File: src/rtl/mem_stage_ctrl_if.sv
// Data-memory bus between the MEM stage controller and a variable-latency
// data memory.
//
// Signals:
//   mem_req    - request, held high from launch until the completion pulse
//   mem_we     - 1 = write, 0 = read
//   mem_addr   - word address (byte offset already stripped)
//   mem_wdata  - store data
//   mem_ready  - one-cycle completion pulse from memory
//   mem_rdata  - read data, valid while mem_ready = 1
//
// Modports:
//   master - MEM stage side (drives the request fields)
//   slave  - memory side (drives ready and read data)
interface mem_stage_ctrl_if;
    logic        mem_req;
    logic        mem_we;
    logic [29:0] mem_addr;
    logic [31:0] mem_wdata;
    logic        mem_ready;
    logic [31:0] mem_rdata;

    modport master (
        output mem_req,
        output mem_we,
        output mem_addr,
        output mem_wdata,
        input  mem_ready,
        input  mem_rdata
    );

    modport slave (
        input  mem_req,
        input  mem_we,
        input  mem_addr,
        input  mem_wdata,
        output mem_ready,
        output mem_rdata
    );
endinterface

File: src/rtl/mem_stage_ctrl.sv
// MEM pipeline stage controller.
//
// Sits behind the EX/MEM register, runs one data-memory access per load or
// store over a req/ready handshake, stalls the front of the pipe while the
// access is outstanding, and holds the MEM/WB pipeline register.
//
// Ports:
//   clk, rst        - clock (rising edge), asynchronous active-low reset
//   *_in            - EX/MEM register outputs (enables, PC, ALU value,
//                     store data, destination register)
//   mem             - data-memory bus (master side)
//   freeze          - stall for IF/ID/EX and the EX/MEM register
//   WB_EN, MEM_R_EN, PC, ALU_result, MEM_read_value, Dest
//                   - MEM/WB register outputs feeding write-back
module mem_stage_ctrl #(
    parameter logic [31:0] MEM_BASE = 32'd1024
) (
    input  logic                    clk,
    input  logic                    rst,

    input  logic                    WB_EN_in,
    input  logic                    MEM_R_EN_in,
    input  logic                    MEM_W_EN_in,
    input  logic [31:0]             PC_in,
    input  logic [31:0]             ALU_result_in,
    input  logic [31:0]             ST_val_in,
    input  logic [4:0]              Dest_in,

    mem_stage_ctrl_if.master        mem,

    output logic                    freeze,

    output logic                    WB_EN,
    output logic                    MEM_R_EN,
    output logic [31:0]             PC,
    output logic [31:0]             ALU_result,
    output logic [31:0]             MEM_read_value,
    output logic [4:0]              Dest
);

    typedef enum logic [1:0] {
        IDLE,
        WAIT,
        DONE
    } state_t;

    state_t      state;
    state_t      state_next;

    logic        acc;
    logic        launch;
    logic        finish;
    logic [29:0] word_addr;
    logic [1:0]  byte_off_unused;
    logic [31:0] rdata_cap;

    assign acc = MEM_R_EN_in | MEM_W_EN_in;

    // Rebase to the start of data memory, then drop the byte offset.
    assign {word_addr, byte_off_unused} = ALU_result_in - MEM_BASE;

    assign launch = (state == IDLE) && acc;
    assign finish = (state == WAIT) && mem.mem_ready;

    // ------------------------------------------------------------------
    // FSM
    // ------------------------------------------------------------------
    always_ff @(posedge clk or negedge rst) begin
        if (!rst) begin
            state <= IDLE;
        end else begin
            state <= state_next;
        end
    end

    // DONE releases freeze for one cycle so the EX/MEM register can advance;
    // it never launches, because the inputs still show the finished access.
    always_comb begin
        state_next = state;
        freeze     = 1'b0;
        case (state)
            IDLE: begin
                freeze = acc;
                if (acc) begin
                    state_next = WAIT;
                end
            end
            WAIT: begin
                freeze = 1'b1;
                if (mem.mem_ready) begin
                    state_next = DONE;
                end
            end
            DONE: begin
                state_next = IDLE;
            end
            default: begin
                state_next = IDLE;
            end
        endcase
        // freeze is combinational from the inputs; keep it low while in reset.
        if (!rst) begin
            freeze = 1'b0;
        end
    end

    // ------------------------------------------------------------------
    // Memory request and read-data capture
    // ------------------------------------------------------------------
    always_ff @(posedge clk or negedge rst) begin
        if (!rst) begin
            mem.mem_req   <= 1'b0;
            mem.mem_we    <= 1'b0;
            mem.mem_addr  <= '0;
            mem.mem_wdata <= '0;
            rdata_cap     <= '0;
        end else begin
            if (launch) begin
                mem.mem_req   <= 1'b1;
                // A load wins when both enables are set.
                mem.mem_we    <= MEM_W_EN_in & ~MEM_R_EN_in;
                mem.mem_addr  <= word_addr;
                mem.mem_wdata <= ST_val_in;
            end else if (finish) begin
                mem.mem_req <= 1'b0;
                if (!mem.mem_we) begin
                    rdata_cap <= mem.mem_rdata;
                end
            end
        end
    end

    // ------------------------------------------------------------------
    // MEM/WB pipeline register
    // ------------------------------------------------------------------
    // While frozen, a bubble is inserted by clearing only the enables; the
    // data fields keep their last values.
    always_ff @(posedge clk or negedge rst) begin
        if (!rst) begin
            WB_EN          <= 1'b0;
            MEM_R_EN       <= 1'b0;
            PC             <= '0;
            ALU_result     <= '0;
            MEM_read_value <= '0;
            Dest           <= '0;
        end else if (freeze) begin
            WB_EN    <= 1'b0;
            MEM_R_EN <= 1'b0;
        end else begin
            WB_EN          <= WB_EN_in;
            MEM_R_EN       <= MEM_R_EN_in;
            PC             <= PC_in;
            ALU_result     <= ALU_result_in;
            Dest           <= Dest_in;
            MEM_read_value <= (state == DONE) ? rdata_cap : '0;
        end
    end

endmodule

File: src/flat_wrapper.sv
// flat-port wrapper written by rule: the top's interface ports become plain ports
module mem_stage_ctrl_flat 
#(
    parameter logic [31:0] MEM_BASE = 32'd1024
)
  (clk, rst, WB_EN_in, MEM_R_EN_in, MEM_W_EN_in, PC_in, ALU_result_in, ST_val_in, Dest_in, freeze, WB_EN, MEM_R_EN, PC, ALU_result, MEM_read_value, Dest, mem_mem_req, mem_mem_we, mem_mem_addr, mem_mem_wdata, mem_mem_ready, mem_mem_rdata);
  mem_stage_ctrl_if mem_i ();
  input  logic clk;
  input  logic rst;
  input  logic WB_EN_in;
  input  logic MEM_R_EN_in;
  input  logic MEM_W_EN_in;
  input  logic [31:0] PC_in;
  input  logic [31:0] ALU_result_in;
  input  logic [31:0] ST_val_in;
  input  logic [4:0] Dest_in;
  output logic freeze;
  output logic WB_EN;
  output logic MEM_R_EN;
  output logic [31:0] PC;
  output logic [31:0] ALU_result;
  output logic [31:0] MEM_read_value;
  output logic [4:0] Dest;
  output wire logic [$bits(mem_i.mem_req)-1:0] mem_mem_req;
  output wire logic [$bits(mem_i.mem_we)-1:0] mem_mem_we;
  output wire logic [$bits(mem_i.mem_addr)-1:0] mem_mem_addr;
  output wire logic [$bits(mem_i.mem_wdata)-1:0] mem_mem_wdata;
  input wire logic [$bits(mem_i.mem_ready)-1:0] mem_mem_ready;
  input wire logic [$bits(mem_i.mem_rdata)-1:0] mem_mem_rdata;
  assign mem_mem_req = mem_i.mem_req;
  assign mem_mem_we = mem_i.mem_we;
  assign mem_mem_addr = mem_i.mem_addr;
  assign mem_mem_wdata = mem_i.mem_wdata;
  assign mem_i.mem_ready = mem_mem_ready;
  assign mem_i.mem_rdata = mem_mem_rdata;
  mem_stage_ctrl #(.MEM_BASE(MEM_BASE)) u_core (.clk(clk), .rst(rst), .WB_EN_in(WB_EN_in), .MEM_R_EN_in(MEM_R_EN_in), .MEM_W_EN_in(MEM_W_EN_in), .PC_in(PC_in), .ALU_result_in(ALU_result_in), .ST_val_in(ST_val_in), .Dest_in(Dest_in), .mem(mem_i), .freeze(freeze), .WB_EN(WB_EN), .MEM_R_EN(MEM_R_EN), .PC(PC), .ALU_result(ALU_result), .MEM_read_value(MEM_read_value), .Dest(Dest));
endmodule
File: config.mk
export PLATFORM = sky130hd
export DESIGN_NAME = mem_stage_ctrl_flat
export DESIGN_NICKNAME = d
export VERILOG_FILES = /design/src/rtl/mem_stage_ctrl_if.sv /design/src/rtl/mem_stage_ctrl.sv /design/src/flat_wrapper.sv
export SDC_FILE = /design/constraint.sdc
export NUM_CORES = 1
export LEC_CHECK = 0
export CORE_UTILIZATION = 35
export CTS_CLUSTER_SIZE = 30
export DETAILED_ROUTE_END_ITERATION = 6
export PLACE_DENSITY = 0.71
export SKIP_LAST_GASP = 1
export SLEW_MARGIN = 20
export SYNTH_ARGS = -nofsm -noshare
export SYNTH_HDL_FRONTEND = slang
export SYNTH_SLANG_ARGS = --single-unit
File: constraint.sdc
create_clock -name clk -period 2.55 [get_ports clk]
set_input_delay 0.765 -clock clk [delete_from_list [all_inputs] [get_ports clk]]
set_output_delay 0.765 -clock clk [all_outputs]
set_load 0.005 [all_outputs]
# After elaboration in Yosys (flattened, before gate mapping)
# Index checks and enable logic that the tools add are counted.
# totals
register_bits	201
# op_classes
addsub	1
n_eq_ne	4
mux	10
n_bitwise	5
n_reduce_logical	6
# ops
op	count
32-bit 2-to-1 mux	1
32-bit by 11-bit subtractor with 32-bit output, second input constant	1
1-bit 2-to-1 mux	5
2-bit 2-to-1 mux	2
2-bit case mux with 2 select lines	1
1-bit NOT	3
3-bit AND reduction	1
2-bit by 1-bit equality test with 1-bit output, second input constant	1
2-bit equality test, second input constant	1
1-bit logical AND	2
2-bit zero test	1
2-bit by 1-bit != test with 1-bit output, second input constant	1
2-bit != test, second input constant	1
1-bit case mux with 2 select lines	1
2-bit AND reduction	1
2-bit nonzero test	1
1-bit AND	1
1-bit OR	1

# Depth between registers and ports, before layout
# Gate-level depths: netlist of the first run.
# logic_depth
word_depth	4
ltp_mapped	7
depth_no_buf	7

# Worst setup path before layout of the first run
# Ideal clock, no wire load.
# synth_path
kind	in2out
start	in MEM_W_EN_in
end	out freeze
arrival_ns	1.590
required_time_ns	1.785
setup_slack_ns	0.195
path_stages	4
path_buffers	2
path_cell_list	nor3_1 > nor3b_2 > buf_2 > buf_1
# synth_via
elab_chain_cells	3
# synth_lines
element	line_no	text
start, declared	flat_wrapper.sv:12	input logic MEM_W_EN_in;
1-bit OR	mem_stage_ctrl.sv:57	assign acc = MEM_R_EN_in | MEM_W_EN_in;
1-bit case mux with 2 select lines	mem_stage_ctrl.sv:81	case (state)
1-bit 2-to-1 mux	mem_stage_ctrl.sv:102	if (!rst) begin
end, declared	flat_wrapper.sv:17	output logic freeze;
# Every way passes these cells.

# Worst setup path in the final report of the first run
# Ends and elaborated chain as after synthesis.

==> out/qor.csv, run 1 <==
metric,value,unit
Final Setup Violations,0,
syn nets,740,
total core area,0.0213,sq mm
FILL cells,1698,
"EDFF count, synth",0,
crit start category,primary input,
critical path buffer and inverter count,3,
clk_lat worst skew,0.50,ns
setup TNS,0,ns
Max Clock Skew,0.00910,ns
vias in the first global route,6038,
syn avg cell area,12.8,sq um
Initial Utilization,0.362,
slew at the pin closest to its max-slew limit,0.897,ns
Yosys warnings,0,
Final Cell Area,0.0122,sq mm
cell family contributing the most delay on the critical path,buffers and inverters,
VDD IR max,0.000592,V
Yosys reg bits,201,
CTS tree,yes,
Final Cycle Share,0.947,
async set-reset flop share out of synthesis,1.00,
status,completed,
placed cell areas,0.0114,sq mm
ys flop type,dfrtp_1,
DPL Wire Length,14600,microns
DR iter-0 viols,175,
number of port buffers,306,
Netlist cell types,34,
"Clk pin slew, worst setup/hold paths",0.06,ns
IO Count,307,
CP peak stage delay,0.26,ns
maximum clock frequency,414,MHz
Die H,150,microns
worst hold margin,0.424,ns
pre-CTS setup slack,-0.536,ns
R2R setup slack,0.26,ns
Num CTS Buffers,23,
Root Driver,clkbuf_16,
sequential area share after synthesis,0.653,
power density over the cells,1050,mW/mm^2
wire length per cell,17.0,microns
critical path peak fanout,2,
post-route setup slack,0.135,ns
GRT Total Usage,0.186,
synth top area cells,"dfrtp_1, mux2_2, nand2_1, a22o_1, xnor2_1",
# DRC,0,
slowest CP cell,nor3b_4,
MaxCap Viol Count,0,
most frequent cells in the layout,"clkdlybuf4s50_1, dfrtp_1, nand2_1, mux2_2, buf_4",
"area leader, netlist",dfrtp_1,
RSZ-0062 raised after global routing,false,
clock sinks,201,
WP data required,1.79,ns
final hold vios,0,
min Tclk post-route,2.42,ns
clk buf depth,3,
overall power,12.8,mW
max_slew headroom,0.402,
Initial DRT Pass Iterations,4,
diode count,0,
final count of pins violating max slew,0,
share of post-route cells with drive strength above 1,0.205,
remaining antenna violation count,0,
routed via count,5811,
Vias/cell,4.71,
R2R cell count,6,
crit end category,output pin,
Area Overhead vs Synth,58.8,%
"commonest non-fill, non-tap cell in the layout",clkdlybuf4s50_1,
Setup Crit Path Kind,primary input to output pin,
post-synthesis instance total,600,
worst r2r src,u_core.state[0],
FP Rows,53,
worst-path cell chain,dlygate4sd2_1 > nor3_2 > buf_4 > nor3b_4 > buf_2,
final-stage net count,1085,
Leak Pwr,5.34,nW
Post-Syn Area,0.00770,sq mm
FF-to-FF End,u_core.PC[23],
largest net degree at the start of global routing,161,
first-pass GRT wire length,32800,microns
initial antenna violation count,0,
Hold Path Class,primary input to asynchronous set/reset pin,
Die ar.,0.0226,sq mm
post-synth top area share,0.653,
DIE WIDTH,150,microns
CP arrival,1.65,ns
gr ovfl total,0,
H-tree depth,1,
Final Routed Wirelength,21000,microns
RePlAce Congestion,0.745,
[worst register-to-register path: stages (launching register included)]
cell and delay [ns]:
dfrtp_1 0.46, nor3_2 0.08, buf_4 0.14, nor3b_4 0.26, buf_4 0.33, buf_12 0.36, mux2_2 0.54
[worst max path at each step]
stage	slack, ns	to	from	cells after the start
6_report	0.13	freeze	MEM_W_EN_in	5
5_1_grt	0.11	freeze	MEM_R_EN_in	5
4_1_cts	0.12	freeze	MEM_W_EN_in	5
3_5_place_dp	-0.54	u_core.PC[23]	MEM_W_EN_in	7
3_3_place_gp	-0.54	freeze	MEM_W_EN_in	5
2_1_floorplan	0.20	freeze	MEM_W_EN_in	4
[synth_stat cells, drive strengths merged, types with 3 or more instances]
library cell / n
nor2b: 3
xnor2: 14
buf: 18
a22o: 32
nor4: 3
inv: 3
a31oi: 3
dfrtp: 201
clkbuf: 14
o21ai: 23
nand2: 145
nor3: 8
mux2: 99
xor2: 3
nor2: 12
[sequential cells by signal, summed over array words and instances, names as in the netlist]
name,cells
u_core.MEM_read_value,32
u_core.rdata_cap,32
u_core.ALU_result,32
u_core.MEM_R_EN,1
u_core.state,2
u_core.WB_EN,1
u_core.PC,32
u_core.mem.mem_addr,30
u_core.mem.mem_we,1
u_core.mem.mem_wdata,32
u_core.mem.mem_req,1
u_core.Dest,5
[metal layers]
layer,track usage,wire length [microns],vias to the layer above
met5,0,0,-
met4,0.0500,404,0
met3,0.0618,2110,31
met2,0.313,10100,228
met1,0.227,8460,2821
li1,-,-,2731
[final cells by class]
class / instances / area (sq um) / share of cell area
sequential: 201 / 5030 / 0.411
timing repair buffer: 352 / 3480 / 0.285
multi-input combinational: 364 / 2550 / 0.209
clock buffer: 35 / 711 / 0.0581
tap: 275 / 344 / 0.0281
clock inverter: 5 / 100 / 0.00819
inverter: 3 / 11.3 / 0.000921
[where the power goes]
part / internal, mW / switching (mW)
Sequential: 4.35 / 0.615
Clock: 2.21 / 1.26
Combinational: 2.66 / 1.69
Total: 9.22 / 3.57
[kinds of logic after synthesis]
kind of cell    share of synthesized area
flops                               0.653
simple gates                        0.101
mux                                 0.145
compound gates                     0.0603
buf+inv                            0.0190
xor+xnor                           0.0193
fa+ha+maj                         0.00163
[stage by stage]
| step | utilization | std cells |
|---|---|---|
| 3_3_place_gp | 0.536 | 1195 |
| 4_1_cts | 0.574 | 1235 |
| 3_5_place_dp | 0.536 | 1195 |
| 5_1_grt | 0.574 | 1235 |
| 2_1_floorplan | - | 600 |
| 6_report | 0.574 | 1235 |
[timing repair]
item,CTS,global route
setup endpoints to repair,24,0
setup buffers,0,0
hold buffers,0,0
resized for setup,7,0
hold endpoints to repair,0,0
(Power assumes the default switching activity.)
==> run 2, diff against run 1 <==
--- a/config.mk
+++ b/config.mk
@@ -5,10 +5,10 @@
 export SDC_FILE = /design/constraint.sdc
 export NUM_CORES = 1
 export LEC_CHECK = 0
-export CORE_UTILIZATION = 35
+export CORE_UTILIZATION = 43
 export CTS_CLUSTER_SIZE = 30
 export DETAILED_ROUTE_END_ITERATION = 6
-export PLACE_DENSITY = 0.71
+export PLACE_DENSITY = 0.84
 export SKIP_LAST_GASP = 1
 export SLEW_MARGIN = 20
 export SYNTH_ARGS = -nofsm -noshare
==> run 2 against run 1 <==
  * Routed wire length up 3.1%
  * Clock-buffer cell count down 5
  * Sequential cell count unchanged
  * Combinational power up 1%
  * Sequential share of layout area up 0.68 points
  * Clock skew down 0.0046 ns
  * Final cell count down 4.5%
  * Worst hold slack better by 0.049 ns
  * Register-to-register slack better by 0.25 ns
  * Setup slack worse by 0.12 ns
  * Global-route usage up 4.8 points
==> out/qor.csv, run 2 (same netlist as run 1, synthesis figures left out) <==
metric,value,unit,change
pre-CTS setup slack,-0.815,ns,-0.280 ns
Final Setup Violations,0,,unchanged
routed via count,5916,,+1.8%
overall power,12.4,mW,-3.0%
power density over the cells,1030,mW/mm^2,-1.4%
H-tree depth,1,,unchanged
MaxCap Viol Count,0,,unchanged
WP data required,1.79,ns,about the same
Inst Count DP,1143,,-4.4%
Initial Utilization,0.442,,+0.0803
crit start category,primary input,,
Hold Path Class,flip-flop to flip-flop,,
gr ovfl total,0,,unchanged
maximum clock frequency,394,MHz,-4.8%
status,completed,,
worst hold margin,0.474,ns,+0.0491 ns
RePlAce Congestion,0.812,,+8.9%
IO Count,307,,unchanged
remaining antenna violation count,0,,unchanged
clk_lat worst skew,0.49,ns,about the same
first-pass GRT wire length,33300,microns,+1.5%
Final Routed Wirelength,21700,microns,+3.1%
RSZ-0062 raised after global routing,true,,
worst-path cell chain,clkdlybuf4s50_1 > nor3_4 > nor3b_4 > buf_6,,
post-route setup slack,0.0144,ns,-0.120 ns
CP arrival,1.77,ns,+0.12 ns
Final Cell Area,0.0120,sq mm,-1.6%
Die H,136,microns,-9.7%
DIE WIDTH,136,microns,-9.7%
clk buf depth,3,,unchanged
Num CTS Buffers,22,,-4.3%
most frequent cells in the layout,"clkdlybuf4s50_1, dfrtp_1, nand2_1, mux2_2, buf_4",,
# DRC,0,,unchanged
Multi-input gate area,0.00256,sq mm,+0.25%
Area Overhead vs Synth,56.2,%,
crit end category,output pin,,
fin cells,1179,,-4.5%
final hold vios,0,,unchanged
final count of pins violating max slew,0,,unchanged
CP peak stage delay,0.53,ns,+0.27 ns
critical path peak fanout,2,,unchanged
initial antenna violation count,1,,+1
Leak Pwr,5.28,nW,-1.2%
number of port buffers,306,,unchanged
VDD IR max,0.000605,V,+2.2%
Root Driver,clkbuf_16,,
FILL cells,1220,,-28%
Setup Crit Path Kind,primary input to output pin,,
final-stage net count,1082,,-0.28%
Post-CTS Setup Bufs,0,,unchanged
"commonest non-fill, non-tap cell in the layout",clkdlybuf4s50_1,,
CTS tree,yes,,
Max Clock Skew,0.00452,ns,-0.00458 ns
slowest CP cell,clkdlybuf4s50_1,,
Reg area,0.00503,sq mm,unchanged
FP Rows,48,,-9.4%
total core area,0.0174,sq mm,-18%
placed cell areas,0.0113,sq mm,-0.90%
"Clk pin slew, worst setup/hold paths",0.06,ns,about the same
vias in the first global route,6183,,+2.4%
Initial DRT Pass Iterations,4,,unchanged
slew at the pin closest to its max-slew limit,0.926,ns,+0.0289 ns
largest net degree at the start of global routing,76,,-53%
max_slew headroom,0.383,,-0.0193
DPL Wire Length,15000,microns,+2.5%
wire length per cell,18.4,microns,+8.0%
DR iter-0 viols,262,,+50%
share of post-route cells with drive strength above 1,0.200,,-0.00479
clock sinks,201,,unchanged
min Tclk post-route,2.54,ns,+0.120 ns
GRT Total Usage,0.234,,+0.0484
Final Cycle Share,0.994,,+0.0472
Die ar.,0.0184,sq mm,-18%
Vias/cell,5.02,,+6.6%
CTS Hold Bufs,0,,unchanged
[run 2: worst max-delay path: cells and delay by family]
| kind | cells | cell delay [ns] |
|---|---|---|
| buffers and inverters | 2 | 0.67 |
| and+or+nand+nor | 2 | 0.33 |
[run 2: routing by layer]
layer / global-route usage / up-vias / part of all wire
met1: 0.274 / 2892 / 0.37
li1: - / 2724 / -
met3: 0.0797 / 55 / 0.099
met2: 0.399 / 245 / 0.49
met5: 0 / - / 0
met4: 0.0824 / 0 / 0.036
[run 2: where the power goes]
group	internal, mW	switching [mW]	total (mW)
clock network	1.77	1.23	3.00
logic	2.66	1.75	4.41
registers	4.35	0.652	5.00
total	8.78	3.63	12.4
[run 2: final cells by class]
class                      instances  share of cell area
antenna                            1            0.000208
multi-input combinational        364               0.213
tap                              225              0.0234
timing repair buffer             350               0.288
inverter                           3            0.000936
clock inverter                     5             0.00208
sequential                       201               0.418
clock buffer                      30              0.0542
[run 2: per-stage QoR]
stage | utilization | setup TNS (ns)
3_3_place_gp | 0.650 | -49.76
3_5_place_dp | 0.650 | -53.33
2_1_floorplan | - | 0
5_1_grt | 0.690 | -0.0259
6_report | 0.690 | 0
4_1_cts | 0.690 | 0
[run 2: what timing repair did]
item                                    in CTS  in global routing
endpoints found under the hold margin        0                  0
endpoints found under the setup margin      64                 31
pin swaps                                    0                  1
gates resized for setup                      9                  4
[run 2: worst paths after layout]
check	from	endpoint	slack [ns]	cells past startpoint
min	u_core.mem.mem_wdata[5]	u_core.mem.mem_wdata[5]	0.47	2
max reg2reg	u_core.state[0]	u_core.ALU_result[0]	0.51	5
min reg2reg	u_core.mem.mem_wdata[5]	u_core.mem.mem_wdata[5]	0.47	2
max in group asynchronous	rst	u_core.MEM_read_value[25]	0.54	3
min in group asynchronous	rst	u_core.mem.mem_addr[9]	0.52	2
max	MEM_W_EN_in	freeze	0.01	4
==> run 3, diff against run 2 <==
--- a/config.mk
+++ b/config.mk
@@ -5,10 +5,11 @@
 export SDC_FILE = /design/constraint.sdc
 export NUM_CORES = 1
 export LEC_CHECK = 0
-export CORE_UTILIZATION = 43
+export CORE_UTILIZATION = 45
+export CTS_BUF_LIST = sky130_fd_sc_hd__clkbuf_4
 export CTS_CLUSTER_SIZE = 30
 export DETAILED_ROUTE_END_ITERATION = 6
-export PLACE_DENSITY = 0.84
+export PLACE_DENSITY = 0.87
 export SKIP_LAST_GASP = 1
 export SLEW_MARGIN = 20
 export SYNTH_ARGS = -nofsm -noshare
==> run 3 against run 2 <==
  * Critical path type unchanged
  * Cell area shrank 0.93%
  * First-iteration DRC count shrank 35%
  * Utilization grew 2.5 points
  * Register-to-register slack lost 0.14 ns
  * The run now ends with setup timing left
==> out/qor.csv, run 3 (same netlist as run 1, synthesis figures left out) <==
metric,value,unit,change
status,"finished, violations left",,
failing checks,setup timing,,
clk buf depth,3,,unchanged
final count of pins violating max slew,0,,unchanged
first-pass GRT wire length,33400,microns,+0.52%
setup TNS,-0.00875,ns,-0.00875 ns
Initial Utilization,0.463,,+0.0206
Area Overhead vs Synth,54.8,%,
CTS tree,yes,,
"Clk pin slew, worst setup/hold paths",0.07,ns,about the same
FILL cells,1148,,-5.9%
RePlAce Congestion,0.807,,-0.59%
"commonest non-fill, non-tap cell in the layout",clkdlybuf4s50_1,,
Leak Pwr,5.28,nW,about the same
WP data required,1.79,ns,about the same
VDD IR max,0.000499,V,-18%
R2R setup slack,0.37,ns,-0.14 ns
maximum clock frequency,391,MHz,-0.90%
CP arrival,1.79,ns,+0.02 ns
Initial DRT Pass Iterations,4,,unchanged
Vias/cell,4.97,,-0.97%
cell family contributing the most delay on the critical path,buffers and inverters,,
clock sinks,201,,unchanged
number of port buffers,306,,unchanged
Num CTS Buffers,52,,+140%
power density over the cells,1000,mW/mm^2,-2.7%
Hold Path Class,primary input to asynchronous set/reset pin,,
WP depth,4,,unchanged
DPL Wire Length,14800,microns,-1.7%
Inst Count DP,1136,,-0.61%
Final Setup Violations,1,,+1
H-tree depth,2,,+1
RSZ-0062 raised after global routing,true,,
slowest CP cell,clkdlybuf4s50_1,,
FP Rows,47,,-2.1%
final hold vios,0,,unchanged
initial antenna violation count,0,,-1
MaxCap Viol Count,0,,unchanged
crit end category,output pin,,
FF-to-FF End,u_core.ALU_result[13],,
Multi-input gate area,0.00256,sq mm,unchanged
fin cells,1224,,+3.8%
max_slew headroom,0.400,,+0.0171
remaining antenna violation count,0,,unchanged
total core area,0.0166,sq mm,-4.4%
Root Driver,clkbuf_4,,
share of post-route cells with drive strength above 1,0.232,,+0.0317
largest net degree at the start of global routing,72,,-5.3%
CP peak stage delay,0.56,ns,+0.03 ns
worst-path cell chain,clkdlybuf4s50_1 > nor3_4 > nor3b_4 > clkbuf_2,,
Setup Crit Path Kind,primary input to output pin,,
final-stage net count,1110,,+2.6%
routed via count,6082,,+2.8%
post-route setup slack,-0.00875,ns,-0.0232 ns
worst hold margin,0.408,ns,-0.0653 ns
R2R cell count,5,,unchanged
DIE WIDTH,133,microns,-2.2%
# DRC,0,,unchanged
vias in the first global route,6406,,+3.6%
GRT Total Usage,0.242,,+0.00810
clk_lat worst skew,0.62,ns,+0.13 ns
Final Cycle Share,1.00,,+0.00908
wire length per cell,17.3,microns,-5.9%
min Tclk post-route,2.56,ns,+0.0232 ns
DR iter-0 viols,171,,-35%
gr ovfl total,0,,unchanged
pre-CTS setup slack,-0.820,ns,-0.00441 ns
IO Count,307,,unchanged
critical path buffer and inverter count,2,,unchanged
most frequent cells in the layout,"clkdlybuf4s50_1, dfrtp_1, nand2_1, mux2_2, clkbuf_4",,
Die H,133,microns,-2.2%
slew at the pin closest to its max-slew limit,0.900,ns,-0.0257 ns
critical path peak fanout,2,,unchanged
worst r2r src,u_core.state[0],,
Final Routed Wirelength,21200,microns,-2.3%
overall power,12.0,mW,-3.6%
Die ar.,0.0176,sq mm,-4.4%
diode count,0,,-1
Max Clock Skew,0.0328,ns,+0.0283 ns
crit start category,primary input,,
Reg area,0.00503,sq mm,unchanged
## run 3: routing by layer
| layer | GRT usage | share of wire | up-vias |
|---|---|---|---|
| met2 | 0.415 | 0.51 | 248 |
| li1 | - | - | 2810 |
| met4 | 0.0900 | 0.025 | 0 |
| met1 | 0.278 | 0.38 | 2988 |
| met3 | 0.0874 | 0.082 | 36 |
| met5 | 0 | 0 | - |
## run 3: worst max-delay path by stage
stage                      startpoint                    to  slack, ns
after floorplan           MEM_W_EN_in                freeze       0.20
after global placement    MEM_W_EN_in  u_core.ALU_result[1]      -0.77
after detailed placement  MEM_W_EN_in  u_core.ALU_result[0]      -0.82
after CTS                 MEM_W_EN_in                freeze      -0.13
after global routing      MEM_W_EN_in                freeze      -0.07
final                     MEM_R_EN_in                freeze     -0.009
## run 3: layout make-up
cell class / instances / share of cell area
clock inverters: 11 / 0.00347
repair buffers: 348 / 0.287
clock buffers: 77 / 0.0485
flip-flops and latches: 201 / 0.422
well taps: 220 / 0.0231
inverters: 3 / 0.000945
multi-input cells: 364 / 0.215
## run 3: worst reg2reg max path, delay by kind of cell, from the launching register on
family	cells	cell delay (ns)
buffers and inverters	2	0.90
DFF	1	0.41
muxes	1	0.46
and+or+nand+nor	2	0.27
## run 3: timing repair
item / in CTS / in global routing
setup buffers: 0 / 0
endpoints found under the setup margin: 38 / 38
resized for setup: 4 / 3
hold buffers: 0 / 0
## run 3: where the power goes
group	switching (mW)	internal, mW	leakage (nW)	total (mW)
Clock	1.25	1.37	0.372	2.61
Sequential	0.643	4.35	2.45	4.99
Combinational	1.73	2.62	2.46	4.35
## run 3: metrics by stage
step | utilization | cell area, sq um
after floorplan | - | 7700
after global placement | 0.678 | 11300
after detailed placement | 0.678 | 11300
after CTS | 0.716 | 11900
after global routing | 0.716 | 11900
final | 0.716 | 11900
